### config.mk
export PLATFORM = sky130hd
export DESIGN_NAME = multi_field_setter_flat
export DESIGN_NICKNAME = d
export VERILOG_FILES = /design/src/rtl/multi_field_setter_if.sv /design/src/rtl/multi_field_setter.sv /design/src/flat_wrapper.sv
export SDC_FILE = /design/constraint.sdc
export NUM_CORES = 1
export LEC_CHECK = 0
export ABC_AREA = 1
export CAP_MARGIN = 20
export CORE_MARGIN = 4
export CORE_UTILIZATION = 30
export DETAILED_ROUTE_END_ITERATION = 10
export SKIP_CTS_REPAIR_TIMING = 1
export SYNTH_ARGS = -nofsm -noshare
export SYNTH_HDL_FRONTEND = slang
export SYNTH_SLANG_ARGS = --single-unit
export TNS_END_PERCENT = 1
### constraint.sdc
create_clock -name clk -period 3.2 [get_ports clk]
set_input_delay 0.64 -clock clk [delete_from_list [all_inputs] [get_ports clk]]
set_output_delay 0.64 -clock clk [all_outputs]
set_load 0.01 [all_outputs]
### src/rtl/multi_field_setter_if.sv
// multi_field_setter_if: key/value bus between the key block, the field setter and the counter.
//   master : drives set_p/sel_p/cancel_p pulses, inc_btn/dec_btn levels and the live cur_val;
//            observes set_en/set_load/set_val/edit_idx/blink_en/timeout_p.
//   slave  : the setter itself (mirror directions).
interface multi_field_setter_if #(
  parameter int NUM_FIELDS = 3
);
  localparam int IW = (NUM_FIELDS > 1) ? $clog2(NUM_FIELDS) : 1;

  logic                    set_p;
  logic                    sel_p;
  logic                    cancel_p;
  logic                    inc_btn;
  logic                    dec_btn;
  logic [8*NUM_FIELDS-1:0] cur_val;
  logic                    set_en;
  logic                    set_load;
  logic [8*NUM_FIELDS-1:0] set_val;
  logic [IW-1:0]           edit_idx;
  logic                    blink_en;
  logic                    timeout_p;

  modport master (
    output set_p, sel_p, cancel_p, inc_btn, dec_btn, cur_val,
    input  set_en, set_load, set_val, edit_idx, blink_en, timeout_p
  );

  modport slave (
    input  set_p, sel_p, cancel_p, inc_btn, dec_btn, cur_val,
    output set_en, set_load, set_val, edit_idx, blink_en, timeout_p
  );
endinterface

### src/rtl/multi_field_setter.sv
// multi_field_setter: two-state (IDLE/EDIT) editor for NUM_FIELDS two-digit BCD fields.
//   clk, rst : clock, asynchronous active-high reset
//   bus      : slave side of multi_field_setter_if
//              in : set_p (enter/commit), sel_p (next field), cancel_p (abort),
//                   inc_btn/dec_btn (held key levels), cur_val (live counter value)
//              out: set_en/blink_en (editing), set_load (commit pulse), set_val (edited value),
//                   edit_idx (field under edit), timeout_p (inactivity abort pulse)
// Each field wraps within its own [FIELD_MIN, FIELD_MAX]; held keys auto-repeat after
// REPEAT_DLY cycles, then every REPEAT_PER cycles. All outputs are registered.
module multi_field_setter #(
  parameter int                      NUM_FIELDS  = 3,
  parameter logic [8*NUM_FIELDS-1:0] FIELD_MIN   = {8'h00, 8'h00, 8'h00},
  parameter logic [8*NUM_FIELDS-1:0] FIELD_MAX   = {8'h23, 8'h59, 8'h59},
  parameter logic [8*NUM_FIELDS-1:0] RESET_VAL   = {8'h12, 8'h00, 8'h00},
  parameter logic [15:0]             REPEAT_DLY  = 16'd500,
  parameter logic [15:0]             REPEAT_PER  = 16'd100,
  parameter logic [31:0]             TIMEOUT_CYC = 32'd10000
) (
  input logic                clk,
  input logic                rst,
  multi_field_setter_if.slave bus
);
  localparam int IW = (NUM_FIELDS > 1) ? $clog2(NUM_FIELDS) : 1;
  localparam int W  = 8 * NUM_FIELDS;

  typedef enum logic {IDLE, EDIT} state_t;

  state_t        state;
  logic [W-1:0]  set_val_q;
  logic [IW-1:0] edit_idx_q;
  logic          set_en_q, set_load_q, timeout_q;
  logic          inc_prev, dec_prev;   // raw key levels last cycle
  logic          inc_lock, dec_lock;   // key was held on entry; ignored until released
  logic [15:0]   rpt_cnt;              // cycles since edge / since last repeat step
  logic          rpt_ph;               // 0: waiting for first repeat, 1: periodic repeats
  logic [31:0]   to_cnt;

  function automatic logic [7:0] bcd_inc(input logic [7:0] v, input logic [7:0] mn,
                                         input logic [7:0] mx);
    if (v == mx)              return mn;
    else if (v[3:0] == 4'd9)  return {v[7:4] + 4'd1, 4'd0};
    else                      return v + 8'd1;
  endfunction

  function automatic logic [7:0] bcd_dec(input logic [7:0] v, input logic [7:0] mn,
                                         input logic [7:0] mx);
    if (v == mn)              return mx;
    else if (v[3:0] == 4'd0)  return {v[7:4] - 4'd1, 4'd9};
    else                      return v - 8'd1;
  endfunction

  // Key qualification: a key counts only if unlocked and the other key is not down.
  logic act_inc, act_dec, key, key_prev, key_edge, rpt_hit, step, activity, to_expire;

  always_comb begin
    act_inc   = bus.inc_btn & ~inc_lock & ~bus.dec_btn;
    act_dec   = bus.dec_btn & ~dec_lock & ~bus.inc_btn;
    key       = act_inc | act_dec;
    key_prev  = act_inc ? inc_prev : dec_prev;
    key_edge  = key & ~key_prev;
    rpt_hit   = key & key_prev &
                (rpt_ph ? (rpt_cnt == REPEAT_PER) : (rpt_cnt == REPEAT_DLY - 16'd1));
    step      = key_edge | rpt_hit;
    activity  = bus.cancel_p | bus.set_p | bus.sel_p | step | bus.inc_btn | bus.dec_btn;
    to_expire = ~activity & (to_cnt == TIMEOUT_CYC - 32'd1);
  end

  // Per-field entry clamp and stepped value.
  logic [W-1:0] clamped, stepped;

  for (genvar g = 0; g < NUM_FIELDS; g++) begin : g_fld
    localparam logic [7:0] FMIN = FIELD_MIN[8*g +: 8];
    localparam logic [7:0] FMAX = FIELD_MAX[8*g +: 8];
    logic [7:0] cv, v;
    logic       ok, sel_me;
    assign cv     = bus.cur_val[8*g +: 8];
    assign v      = set_val_q[8*g +: 8];
    assign ok     = (cv[7:4] <= 4'd9) && (cv[3:0] <= 4'd9) && (cv >= FMIN) && (cv <= FMAX);
    assign sel_me = (edit_idx_q == IW'(g));
    assign clamped[8*g +: 8] = ok ? cv : FMIN;
    assign stepped[8*g +: 8] = !sel_me ? v :
                               act_inc ? bcd_inc(v, FMIN, FMAX) : bcd_dec(v, FMIN, FMAX);
  end

  always_ff @(posedge clk or posedge rst) begin
    if (rst) begin
      state      <= IDLE;
      set_val_q  <= RESET_VAL;
      edit_idx_q <= IW'(NUM_FIELDS - 1);
      set_en_q   <= 1'b0;
      set_load_q <= 1'b0;
      timeout_q  <= 1'b0;
      inc_prev   <= 1'b0;
      dec_prev   <= 1'b0;
      inc_lock   <= 1'b0;
      dec_lock   <= 1'b0;
      rpt_cnt    <= '0;
      rpt_ph     <= 1'b0;
      to_cnt     <= '0;
    end else begin
      set_load_q <= 1'b0;
      timeout_q  <= 1'b0;
      inc_prev   <= bus.inc_btn;
      dec_prev   <= bus.dec_btn;
      case (state)
        IDLE: begin
          rpt_cnt <= '0;
          rpt_ph  <= 1'b0;
          to_cnt  <= '0;
          if (bus.set_p) begin
            state      <= EDIT;
            set_en_q   <= 1'b1;
            set_val_q  <= clamped;
            edit_idx_q <= IW'(NUM_FIELDS - 1);
            inc_lock   <= bus.inc_btn;
            dec_lock   <= bus.dec_btn;
          end
        end
        EDIT: begin
          if (!bus.inc_btn) inc_lock <= 1'b0;
          if (!bus.dec_btn) dec_lock <= 1'b0;

          if (bus.cancel_p) begin
            state    <= IDLE;
            set_en_q <= 1'b0;
          end else if (bus.set_p) begin
            state      <= IDLE;
            set_en_q   <= 1'b0;
            set_load_q <= 1'b1;
          end else if (to_expire) begin
            state     <= IDLE;
            set_en_q  <= 1'b0;
            timeout_q <= 1'b1;
          end else if (bus.sel_p) begin
            edit_idx_q <= (edit_idx_q == '0) ? IW'(NUM_FIELDS - 1) : edit_idx_q - IW'(1);
          end else if (step) begin
            set_val_q <= stepped;
          end

          // Repeat timing restarts on a new edge, and after a select (step dropped).
          if (bus.sel_p || !key) begin
            rpt_cnt <= '0;
            rpt_ph  <= 1'b0;
          end else if (key_edge) begin
            rpt_cnt <= 16'd1;
            rpt_ph  <= 1'b0;
          end else if (rpt_hit) begin
            rpt_cnt <= 16'd1;
            rpt_ph  <= 1'b1;
          end else begin
            rpt_cnt <= rpt_cnt + 16'd1;
          end

          to_cnt <= activity ? '0 : to_cnt + 32'd1;
        end
        default: state <= IDLE;
      endcase
    end
  end

  assign bus.set_en    = set_en_q;
  assign bus.blink_en  = set_en_q;
  assign bus.set_load  = set_load_q;
  assign bus.timeout_p = timeout_q;
  assign bus.set_val   = set_val_q;
  assign bus.edit_idx  = edit_idx_q;
endmodule

### src/flat_wrapper.sv
// flat-port wrapper written by rule: the top's interface ports become plain ports
module multi_field_setter_flat 
#(
  parameter int                      NUM_FIELDS  = 3,
  parameter logic [8*NUM_FIELDS-1:0] FIELD_MIN   = {8'h00, 8'h00, 8'h00},
  parameter logic [8*NUM_FIELDS-1:0] FIELD_MAX   = {8'h23, 8'h59, 8'h59},
  parameter logic [8*NUM_FIELDS-1:0] RESET_VAL   = {8'h12, 8'h00, 8'h00},
  parameter logic [15:0]             REPEAT_DLY  = 16'd500,
  parameter logic [15:0]             REPEAT_PER  = 16'd100,
  parameter logic [31:0]             TIMEOUT_CYC = 32'd10000
)
  (clk, rst, bus_set_p, bus_sel_p, bus_cancel_p, bus_inc_btn, bus_dec_btn, bus_cur_val, bus_set_en, bus_set_load, bus_set_val, bus_edit_idx, bus_blink_en, bus_timeout_p);
  multi_field_setter_if #(.NUM_FIELDS(NUM_FIELDS)) bus_i ();
  input logic clk;
  input logic rst;
  input wire logic [$bits(bus_i.set_p)-1:0] bus_set_p;
  input wire logic [$bits(bus_i.sel_p)-1:0] bus_sel_p;
  input wire logic [$bits(bus_i.cancel_p)-1:0] bus_cancel_p;
  input wire logic [$bits(bus_i.inc_btn)-1:0] bus_inc_btn;
  input wire logic [$bits(bus_i.dec_btn)-1:0] bus_dec_btn;
  input wire logic [$bits(bus_i.cur_val)-1:0] bus_cur_val;
  output wire logic [$bits(bus_i.set_en)-1:0] bus_set_en;
  output wire logic [$bits(bus_i.set_load)-1:0] bus_set_load;
  output wire logic [$bits(bus_i.set_val)-1:0] bus_set_val;
  output wire logic [$bits(bus_i.edit_idx)-1:0] bus_edit_idx;
  output wire logic [$bits(bus_i.blink_en)-1:0] bus_blink_en;
  output wire logic [$bits(bus_i.timeout_p)-1:0] bus_timeout_p;
  assign bus_i.set_p = bus_set_p;
  assign bus_i.sel_p = bus_sel_p;
  assign bus_i.cancel_p = bus_cancel_p;
  assign bus_i.inc_btn = bus_inc_btn;
  assign bus_i.dec_btn = bus_dec_btn;
  assign bus_i.cur_val = bus_cur_val;
  assign bus_set_en = bus_i.set_en;
  assign bus_set_load = bus_i.set_load;
  assign bus_set_val = bus_i.set_val;
  assign bus_edit_idx = bus_i.edit_idx;
  assign bus_blink_en = bus_i.blink_en;
  assign bus_timeout_p = bus_i.timeout_p;
  multi_field_setter #(.NUM_FIELDS(NUM_FIELDS), .FIELD_MIN(FIELD_MIN), .FIELD_MAX(FIELD_MAX), .RESET_VAL(RESET_VAL), .REPEAT_DLY(REPEAT_DLY), .REPEAT_PER(REPEAT_PER), .TIMEOUT_CYC(TIMEOUT_CYC)) u_core (.clk(clk), .rst(rst), .bus(bus_i));
endmodule
==> results of run 1 <==
[power by group through the flow]
stage | combinational (mW) | clock, mW | sequential (mW)
final | 2.17 | 1.04 | 1.50
after global routing | 2.48 | 1.14 | 1.54
after CTS | 2.18 | 1.08 | 1.50
after detailed placement | 2.17 | 0 | 1.52
after global placement | 2.16 | 0 | 1.52
after floorplan | 1.56 | 0 | 1.43
[cells in the final DEF (no fill, tap or decap), drive strengths merged, types with 3 or more instances in the layout]
| cell | n |
|---|---|
| nor4 | 3 |
| o21ai | 55 |
| xnor2 | 5 |
| a31oi | 3 |
| nor3 | 39 |
| dfrtp | 80 |
| and3 | 4 |
| a21oi | 28 |
| xor2 | 14 |
| dfstp | 3 |
| inv | 110 |
| a22oi | 5 |
| o211ai | 4 |
| clkdlybuf4s50 | 60 |
| buf | 6 |
| nand3 | 96 |
| nand4 | 23 |
| clkbuf | 11 |
| clkinv | 4 |
| nand2 | 254 |
| nor2 | 125 |
| ha | 24 |
| o21a | 3 |
[metal layers]
layer	vias to the layer above	share of wire (%)
li1	3066	-
met1	2709	48
met2	90	47
met3	16	3.5
met4	0	1.4
met5	-	0
[synth_stat cells, drive strengths merged, types with 4 or more instances]
master / n / share of area, %
a21oi: 28 / 2.2
a22oi: 5 / 0.60
and3: 4 / 0.40
buf: 15 / 1.6
clkbuf: 9 / 0.54
dfrtp: 80 / 32
ha: 24 / 4.8
inv: 111 / 6.6
nand2: 254 / 15
nand3: 96 / 9.0
nand4: 23 / 2.4
nor2: 125 / 8.3
nor3: 39 / 4.0
o211ai: 4 / 0.48
o21ai: 55 / 5.2
xnor2: 5 / 0.70
xor2: 14 / 2.0
[flip-flops by register name, summed over array words and instances (netlist names)]
name and count:
u_core.bus.timeout_p 1, u_core.bus.edit_idx 2, u_core.rpt_cnt 16, u_core.rpt_ph 1, u_core.bus.blink_en 1, u_core.inc_lock 1, u_core.inc_prev 1, u_core.dec_prev 1
u_core.bus.set_load 1, u_core.dec_lock 1, u_core.state 1, u_core.to_cnt 32, u_core.bus.set_val 24
[logic make-up after synthesis]
family,count (synthesis),share of synthesized area [%]
buffers and inverters,135,8.82
AO/OA/AOI/OAI,104,10.2
XOR/XNOR,19,2.65
adder cells (fa/ha/maj),24,4.79
AND/OR/NAND/NOR,549,40.4
flip-flops,83,33.2
[final cells by class]
| cell class | instances | share of cell area [%] |
|---|---|---|
| flip-flops and latches | 83 | 28.0 |
| multi-input cells | 696 | 49.0 |
| clock buffers | 11 | 3.27 |
| inverters | 111 | 5.63 |
| well taps | 270 | 4.55 |
| repair buffers | 66 | 8.86 |
| clock inverters | 5 | 0.708 |
[through the flow]
| step | instance area (sq um) | power, mW | setup slack [ps] |
|---|---|---|---|
| finish | 7430 | 4.72 | 856 |
| global route | 7430 | 5.15 | 659 |
| CTS | 7430 | 4.76 | 841 |
| detailed placement | 7130 | 3.69 | 477 |
| global placement | 7130 | 3.68 | 492 |
| floorplan | 6270 | 3.00 | 428 |
[tightest hold or removal path, cell delays in order, from the launching register on]
cell     delay, ps
dfstp_2        390
nand2_1         60
nand2_1         40
[worst max-delay path by stage]
stage | cells after the start | from | to | slack (ps)
after floorplan | 1 | rst | u_core.bus.blink_en$_DFFE_PP0P_ | 430
after global placement | 6 | bus_set_p | u_core.to_cnt[13]$_DFF_PP0_ | 490
after detailed placement | 11 | bus_dec_btn | u_core.bus.set_val[2]$_DFFE_PP0P_ | 480
after CTS | 11 | bus_dec_btn | u_core.bus.set_val[1]$_DFFE_PP0P_ | 840
after global routing | 12 | bus_dec_btn | u_core.bus.set_val[3]$_DFFE_PP0P_ | 660
final | 11 | bus_dec_btn | u_core.bus.set_val[2]$_DFFE_PP0P_ | 860
==> impl_metrics.ini, run 1 <==
[global_route]
grt_pass1_wl_mm = 28.1
antenna_found_initial = 0
top_usage_layer = met2
grt_use_met1_pct = 19.2
grt_pass1_vias = 5655
grtUsageMet3_pct = 3.18
use_met2_pct = 23.5
grt.total_usage_pct = 14.3
grt_overflow = 0
grt_max_degree = 36

[logic_synthesis]
ys.flop_type = dfrtp_1
synthDistinctLibCells = 42
ys_async_sr_fraction_pct = 100
synthesis.area_sq_um = 6270
yosysSeqAreaShare_pct = 33.2
synth-edff-count = 0
netlist_instances = 914
synth_seq_cells = 83
syn_avg_cell_area_sq_um = 6.86
ys.warnings.count = 0
synth_nets = 969

[min_path]
hold_start = u_core.bus.edit_idx[1]$_DFFE_PP1P_
holdPathEnd = u_core.bus.edit_idx[1]$_DFFE_PP1P_
hold_class = flop to flop
holdPathStages = 2

[worst_setup_path]
worstPathArrival_ps = 2570
crit_path_top_delay_cell = clkdlybuf4s50_1
worst_r2r_endpoint = u_core.bus.set_val[13]$_DFFE_PP0P_
cp.required_ps = 3430
critPathTopFamily = simple AND/OR/NAND/NOR gates
r2r_start = u_core.bus.set_val[8]$_DFFE_PP0P_
path_class = primary input to flop
crit_buf_inv = 3
slowest_delay_ps = 510
r2r_slack_ps = 1230
endpoint_kind = flop
crit_fanout = 12
reg2regPathDepth = 13
start_kind = primary input
path_cells = clkdlybuf4s50_1, inv_2, nand3_2, nand2_1, inv_1, nor2_2, nand3_4, nand3_4, nand3_2, nand2_1, o21ai_2

[sta]
clock.fmax_mhz = 427
finalSetupTns_ps = 0
period_share_pct = 73.2
hold-worst-slack_ps = 498
finalHoldViolations = 0
maxSlewViolCount = 0
rsz0062_at_grt = no
relSlewSlack_pct = 55.7
setup_viol = 0
tightest_slew_ps = 664
finalCriticalPeriod_ps = 2340
skew_ps = 7.05

[placement]
gp_congestion = 0.904
dp_hpwl_mm = 12.6
portBuffers = 60
post-place-cells = 1226

[pwr]
power.leakage_nw = 3.27
p_sw_share_pct = 42.9
pwr-share-clk_pct = 22.1
pwr-share-comb_pct = 46.0
ir_drop_v = 0.000290
internal-power_mw = 2.69
sequentialPowerShare_pct = 31.9
p_switching_mw = 2.02
power.density_nw_per_um2 = 635

[floorplanning]
ioPinCount = 61
die_h_microns = 153
core-area_sq_um = 20400
die_area_sq_um = 23300
dieWidth_microns = 153
start_util_pct = 30.7
row_count = 52

[cells_and_area]
layout.cells.non_filler = 1242
fillers = 2202
regArea_sq_um = 2080
syn2layout_area_growth_pct = 18.4
n_antenna_cell = 0
post-route-util_pct = 36.4
multiInputGateArea_sq_um = 3640
fin_nets = 1022
drive_gt1_share_pct = 9.57

[cts]
cts_root_buf = clkbuf_16
clk_latency_ps = 350
cts.htree.levels = 3
cts.clk_slew.worst_paths_ps = 60
clockBufferDepth = 2
cts_tree = built
cts.sinks = 83
cts_buffers = 9

[run]
maxCapViolations = 0

[route]
first_pass_iters = 4
drc = 0
num_vias = 5881
drt_iter0_drc = 265
wl_per_cell_microns = 13.2
vias_per_cell = 4.74
wl_mm = 16.4
ant_nets = 0

[status]
outcome = completed
Power figures use the tool's default switching activity.
==> run 2, diff against run 1 <==
Clock period 3.2 ns to 1.9 ns, I/O delays scaled along.
==> run 2 against run 1 <==
Compared with the run above: clock skew is 3.4 ps higher; via count grew 6.3%; hold slack worse by 250 ps; largest cell class unchanged; critical path type is now flop to primary output; non-clock buffer count is 56 higher; critical path depth fell by 9; largest power group unchanged; setup slack worse by 820 ps; sequential share of layout area decreased by 1.8 points.
==> impl_metrics.ini, run 2 (same netlist as run 1, synthesis figures left out) <==
[status]
outcome = completed

[global_route]
grt_max_degree = 61
antenna_found_initial = 0
grt.total_usage_pct = 14.5
grt_pass1_wl_mm = 28.3
grt_pass1_vias = 5741
grt_overflow = 0

[pwr]
power.density_nw_per_um2 = 1050
ir_drop_v = 0.000455
total_power_mw = 8.36
power.leakage_nw = 3.60

[sta]
clock.fmax_mhz = 537
relSlewSlack_pct = 74.5
finalSetupTns_ps = 0
rsz0062_at_grt = yes
period_share_pct = 98.0
setup_slack_ps = 38.8
finalHoldViolations = 0
maxSlewViolCount = 0
finalCriticalPeriod_ps = 1860
skew_ps = 10.4
tightest_slew_ps = 379
setup_viol = 0

[route]
drc = 0
num_vias = 6253
vias_per_cell = 4.81
first_pass_iters = 4
wl_per_cell_microns = 13.3
wl_mm = 17.3
drt_iter0_drc = 329
ant_nets = 0

[worst_setup_path]
worstPathArrival_ps = 1480
endpoint_kind = primary output
reg2regPathDepth = 12
cp.required_ps = 1520
crit_path_top_delay_cell = clkdlybuf4s50_1
r2r_slack_ps = 140
path_class = flop to primary output
path_cells = buf_4, clkdlybuf4s50_1
r2r_start = u_core.bus.set_val[1]$_DFFE_PP0P_
slowest_delay_ps = 550
crit_fanout = 7
start_kind = flop
worst_r2r_endpoint = u_core.bus.set_val[5]$_DFFE_PP0P_

[floorplanning]
die_area_sq_um = 23300
row_count = 52
dieWidth_microns = 153
die_h_microns = 153
start_util_pct = 30.7
ioPinCount = 61
core-area_sq_um = 20400

[cts]
cts_buffers = 9
cts.htree.levels = 3
clk_latency_ps = 350
cts.sinks = 83
cts.clk_slew.worst_paths_ps = 60
cts_root_buf = clkbuf_16
cts_tree = built
clockBufferDepth = 2

[min_path]
holdPathStages = 1
hold_class = primary input to flop
hold_start = bus_inc_btn
holdPathEnd = u_core.inc_prev$_DFF_PP0_

[run]
maxCapViolations = 0

[cells_and_area]
n_antenna_cell = 0
syn2layout_area_growth_pct = 26.9
final_cell_mix = 247 x nand2_1, 109 x nor2_1, 100 x inv_1
regMostFlops = u_core.to_cnt
largest_reg_flops = 32
fin_nets = 1081
finalInstanceArea_sq_um = 7960
fillers = 2188
post-route-util_pct = 38.9
final_common_cell = nand2_1
drive_gt1_share_pct = 15.7

[placement]
portBuffers = 60
dp_worst_setup_slack_ps = -331
gp_congestion = 0.856
dp_hpwl_mm = 13.0
dpl-instance-area_sq_um = 7590
[run 2: changes by cell type in the layout (fill, tap and decap cells not counted), moves of 3 or more]
cell             before  now
buf_4                 5   58
clkdlybuf4s50_1      60   55
dfrtp_1              80   75
dfrtp_2               0    5
dlymetal6s2s_1        0    5
buf_12                1    4
clkbuf_1              1    4
nand3_4               4    7
nor2_1              112  109
[run 2: final cells by class]
cell class | instances | area (sq um) | area share [%]
multi-input combinational | 699 | 3720 | 46.8
clock buffer | 13 | 240 | 3.02
sequential | 83 | 2090 | 26.2
tap | 270 | 338 | 4.25
clock inverter | 3 | 18.8 | 0.236
inverter | 111 | 420 | 5.28
timing repair buffer | 122 | 1130 | 14.2
[run 2: per-stage QoR]
step	hold WS, ps	instances
2_1_floorplan	411	914
3_3_place_gp	484	1282
3_5_place_dp	485	1282
4_1_cts	493	1298
5_1_grt	251	1301
6_report	251	1301
[run 2: power breakdown]
| group | internal (mW) | leakage [nW] | switching (mW) |
|---|---|---|---|
| Clock | 0.886 | 0.128 | 0.720 |
| Combinational | 1.83 | 2.37 | 2.53 |
| Sequential | 2.03 | 1.11 | 0.362 |
[run 2: how the worst max path moves through the flow]
stage	start	to	cells after the start
3_3_place_gp	bus_dec_btn	u_core.bus.set_val[5]$_DFFE_PP0P_	12
4_1_cts	u_core.bus.set_val[20]$_DFFE_PP1P_	bus_set_val[20]	2
6_report	u_core.bus.set_val[4]$_DFFE_PP0P_	bus_set_val[4]	2
2_1_floorplan	u_core.bus.set_val[8]$_DFFE_PP0P_	u_core.bus.set_val[13]$_DFFE_PP0P_	13
5_1_grt	u_core.to_cnt[1]$_DFF_PP0_	u_core.to_cnt[20]$_DFF_PP0_	10
3_5_place_dp	bus_dec_btn	u_core.bus.set_val[5]$_DFFE_PP0P_	12
[run 2: metal layers]
layer | wire length, microns | track usage, % | vias to the layer above
met5 | 0 | 0 | -
met4 | 227 | 3.44 | 0
met1 | 8270 | 19.9 | 2904
met3 | 828 | 3.04 | 15
li1 | - | - | 3197
met2 | 7950 | 23.4 | 137
[run 2: critical path: cells and delay by family (launching register included)]
family	cells	cell delay [ps]
flip-flops	1	420
buffers and inverters	2	720
==> run 3, diff against run 2 <==
Settings changed: DONT_BUFFER_PORTS set to 1, SLEW_MARGIN set to 10.
==> run 3 against run 2 <==
Compared with the run above: utilization is 3.7 points lower; sequential power hardly changed; sequential cell count stayed put; total power is 1.5% lower; largest cell class unchanged; global-route usage is 0.35 points lower; combinational power is 12% lower; clock power is 27% higher; clock-buffer cell count is 2 lower; register-to-register slack hardly changed; hold slack worse by 230 ps.
==> impl_metrics.ini, run 3 (same netlist as run 1, synthesis figures left out) <==
[status]
outcome = completed

[sta]
tightest_slew_ps = 452
clock.fmax_mhz = 568
maxSlewViolCount = 0
finalHoldViolations = 0
setup_slack_ps = 139
setup_viol = 0
relSlewSlack_pct = 69.8
skew_ps = 10.1
finalCriticalPeriod_ps = 1760
period_share_pct = 92.7
rsz0062_at_grt = yes

[cts]
cts_tree = built
cts.htree.levels = 3
cts.sinks = 83
clockBufferDepth = 2
cts_root_buf = clkbuf_16
cts.clk_slew.worst_paths_ps = 60
cts_buffers = 9
clk_latency_ps = 350

[worst_setup_path]
start_kind = flop
cp.required_ps = 2110
crit_path_top_delay_cell = dfrtp_1
crit_buf_inv = 0
path_class = flop to flop
worstPathArrival_ps = 1970
endpoint_kind = flop
path_cells = ha_1, nand3_1, nor2_2, nand2_2, nor2_4, nand2_2, nor2_4, nand3_1, nor2_1, nor3_2
slowest_delay_ps = 390
critPathTopFamily = simple AND/OR/NAND/NOR gates
crit_fanout = 9

[floorplanning]
ioPinCount = 61
dieWidth_microns = 153
row_count = 52
die_h_microns = 153
core-area_sq_um = 20400
die_area_sq_um = 23300
start_util_pct = 30.7

[global_route]
grt_max_degree = 84
grt.total_usage_pct = 14.1
grt_pass1_wl_mm = 27.6
antenna_found_initial = 0
grt_pass1_vias = 5546
grt_overflow = 0

[cells_and_area]
regMostFlops = u_core.to_cnt
drive_gt1_share_pct = 14.6
final_cell_mix = 248 x nand2_1, 110 x nor2_1, 99 x inv_1
post-route-util_pct = 35.3
finalInstanceArea_sq_um = 7200
largest_reg_flops = 32
final_common_cell = nand2_1
syn2layout_area_growth_pct = 14.9
fin_nets = 1000
n_antenna_cell = 0

[pwr]
ir_drop_v = 0.000446
power.density_nw_per_um2 = 1140
power.leakage_nw = 3.25
pwr-share-clk_pct = 24.8
sequentialPowerShare_pct = 28.9
p_sw_share_pct = 42.1
internal-power_mw = 4.77
pwr-share-comb_pct = 46.3
p_switching_mw = 3.47

[route]
num_vias = 5879
first_pass_iters = 4
wl_mm = 16.3
vias_per_cell = 4.82
ant_nets = 0
wl_per_cell_microns = 13.4
drc = 0
drt_iter0_drc = 301

[placement]
dpl-instance-area_sq_um = 6830
dp_hpwl_mm = 12.6
portBuffers = 0
gp_congestion = 0.883
dp_worst_setup_slack_ps = 159

[min_path]
hold_class = primary input to async pin

[run]
maxCapViolations = 0
-- run 3: layer usage --
layer	wire (microns)	up-vias	GRT usage, %	part of all wire [%]
met5	0	-	0	0
met4	270	0	4.79	1.7
met3	663	18	2.33	4.1
met2	7520	93	22.7	46
met1	7900	2740	19.3	48
li1	-	3028	-	-
-- run 3: power groups by stage --
stage | combinational (mW) | sequential (mW) | clock [mW]
6_report | 3.82 | 2.38 | 2.04
5_1_grt | 4.31 | 2.43 | 2.18
4_1_cts | 3.76 | 2.38 | 2.09
3_5_place_dp | 3.75 | 2.41 | 0
3_3_place_gp | 3.72 | 2.40 | 0
2_1_floorplan | 2.63 | 2.42 | 0
-- run 3: final timing paths --
kind                            slack, ps                         start  cells after the start                            endpoint
max in group asynchronous            1500                           rst                      2  u_core.bus.edit_idx[1]$_DFFE_PP1P_
worst min register to register        530  u_core.rpt_cnt[11]$_DFF_PP0_                      1        u_core.rpt_cnt[11]$_DFF_PP0_
worst max-delay path                  140    u_core.to_cnt[1]$_DFF_PP0_                     10         u_core.to_cnt[20]$_DFF_PP0_
worst max register to register        140    u_core.to_cnt[1]$_DFF_PP0_                     10         u_core.to_cnt[20]$_DFF_PP0_
min in group clk                       60                   bus_inc_btn                      0           u_core.inc_prev$_DFF_PP0_
worst min-delay path                   20                           rst                      2         u_core.to_cnt[19]$_DFF_PP0_
-- run 3: cell type report --
cell class              count  area [sq um]
inverters                 111           420
repair buffers             44           355
clock inverters             4          98.8
flip-flops and latches     83          2080
well taps                 270           338
clock buffers              11           243
fillers                  2196         13200
multi-input cells         696          3670
-- run 3: metrics by stage --
step	TNS (ps)	total power, mW	instances	hold slack (ps)
after floorplan	0	5.05	914	411
after global placement	0	6.12	1204	413
after detailed placement	0	6.15	1204	413
after global routing	-21.0	8.92	1219	43.4
after CTS	0	8.24	1219	42.7
final	0	8.24	1219	19.3
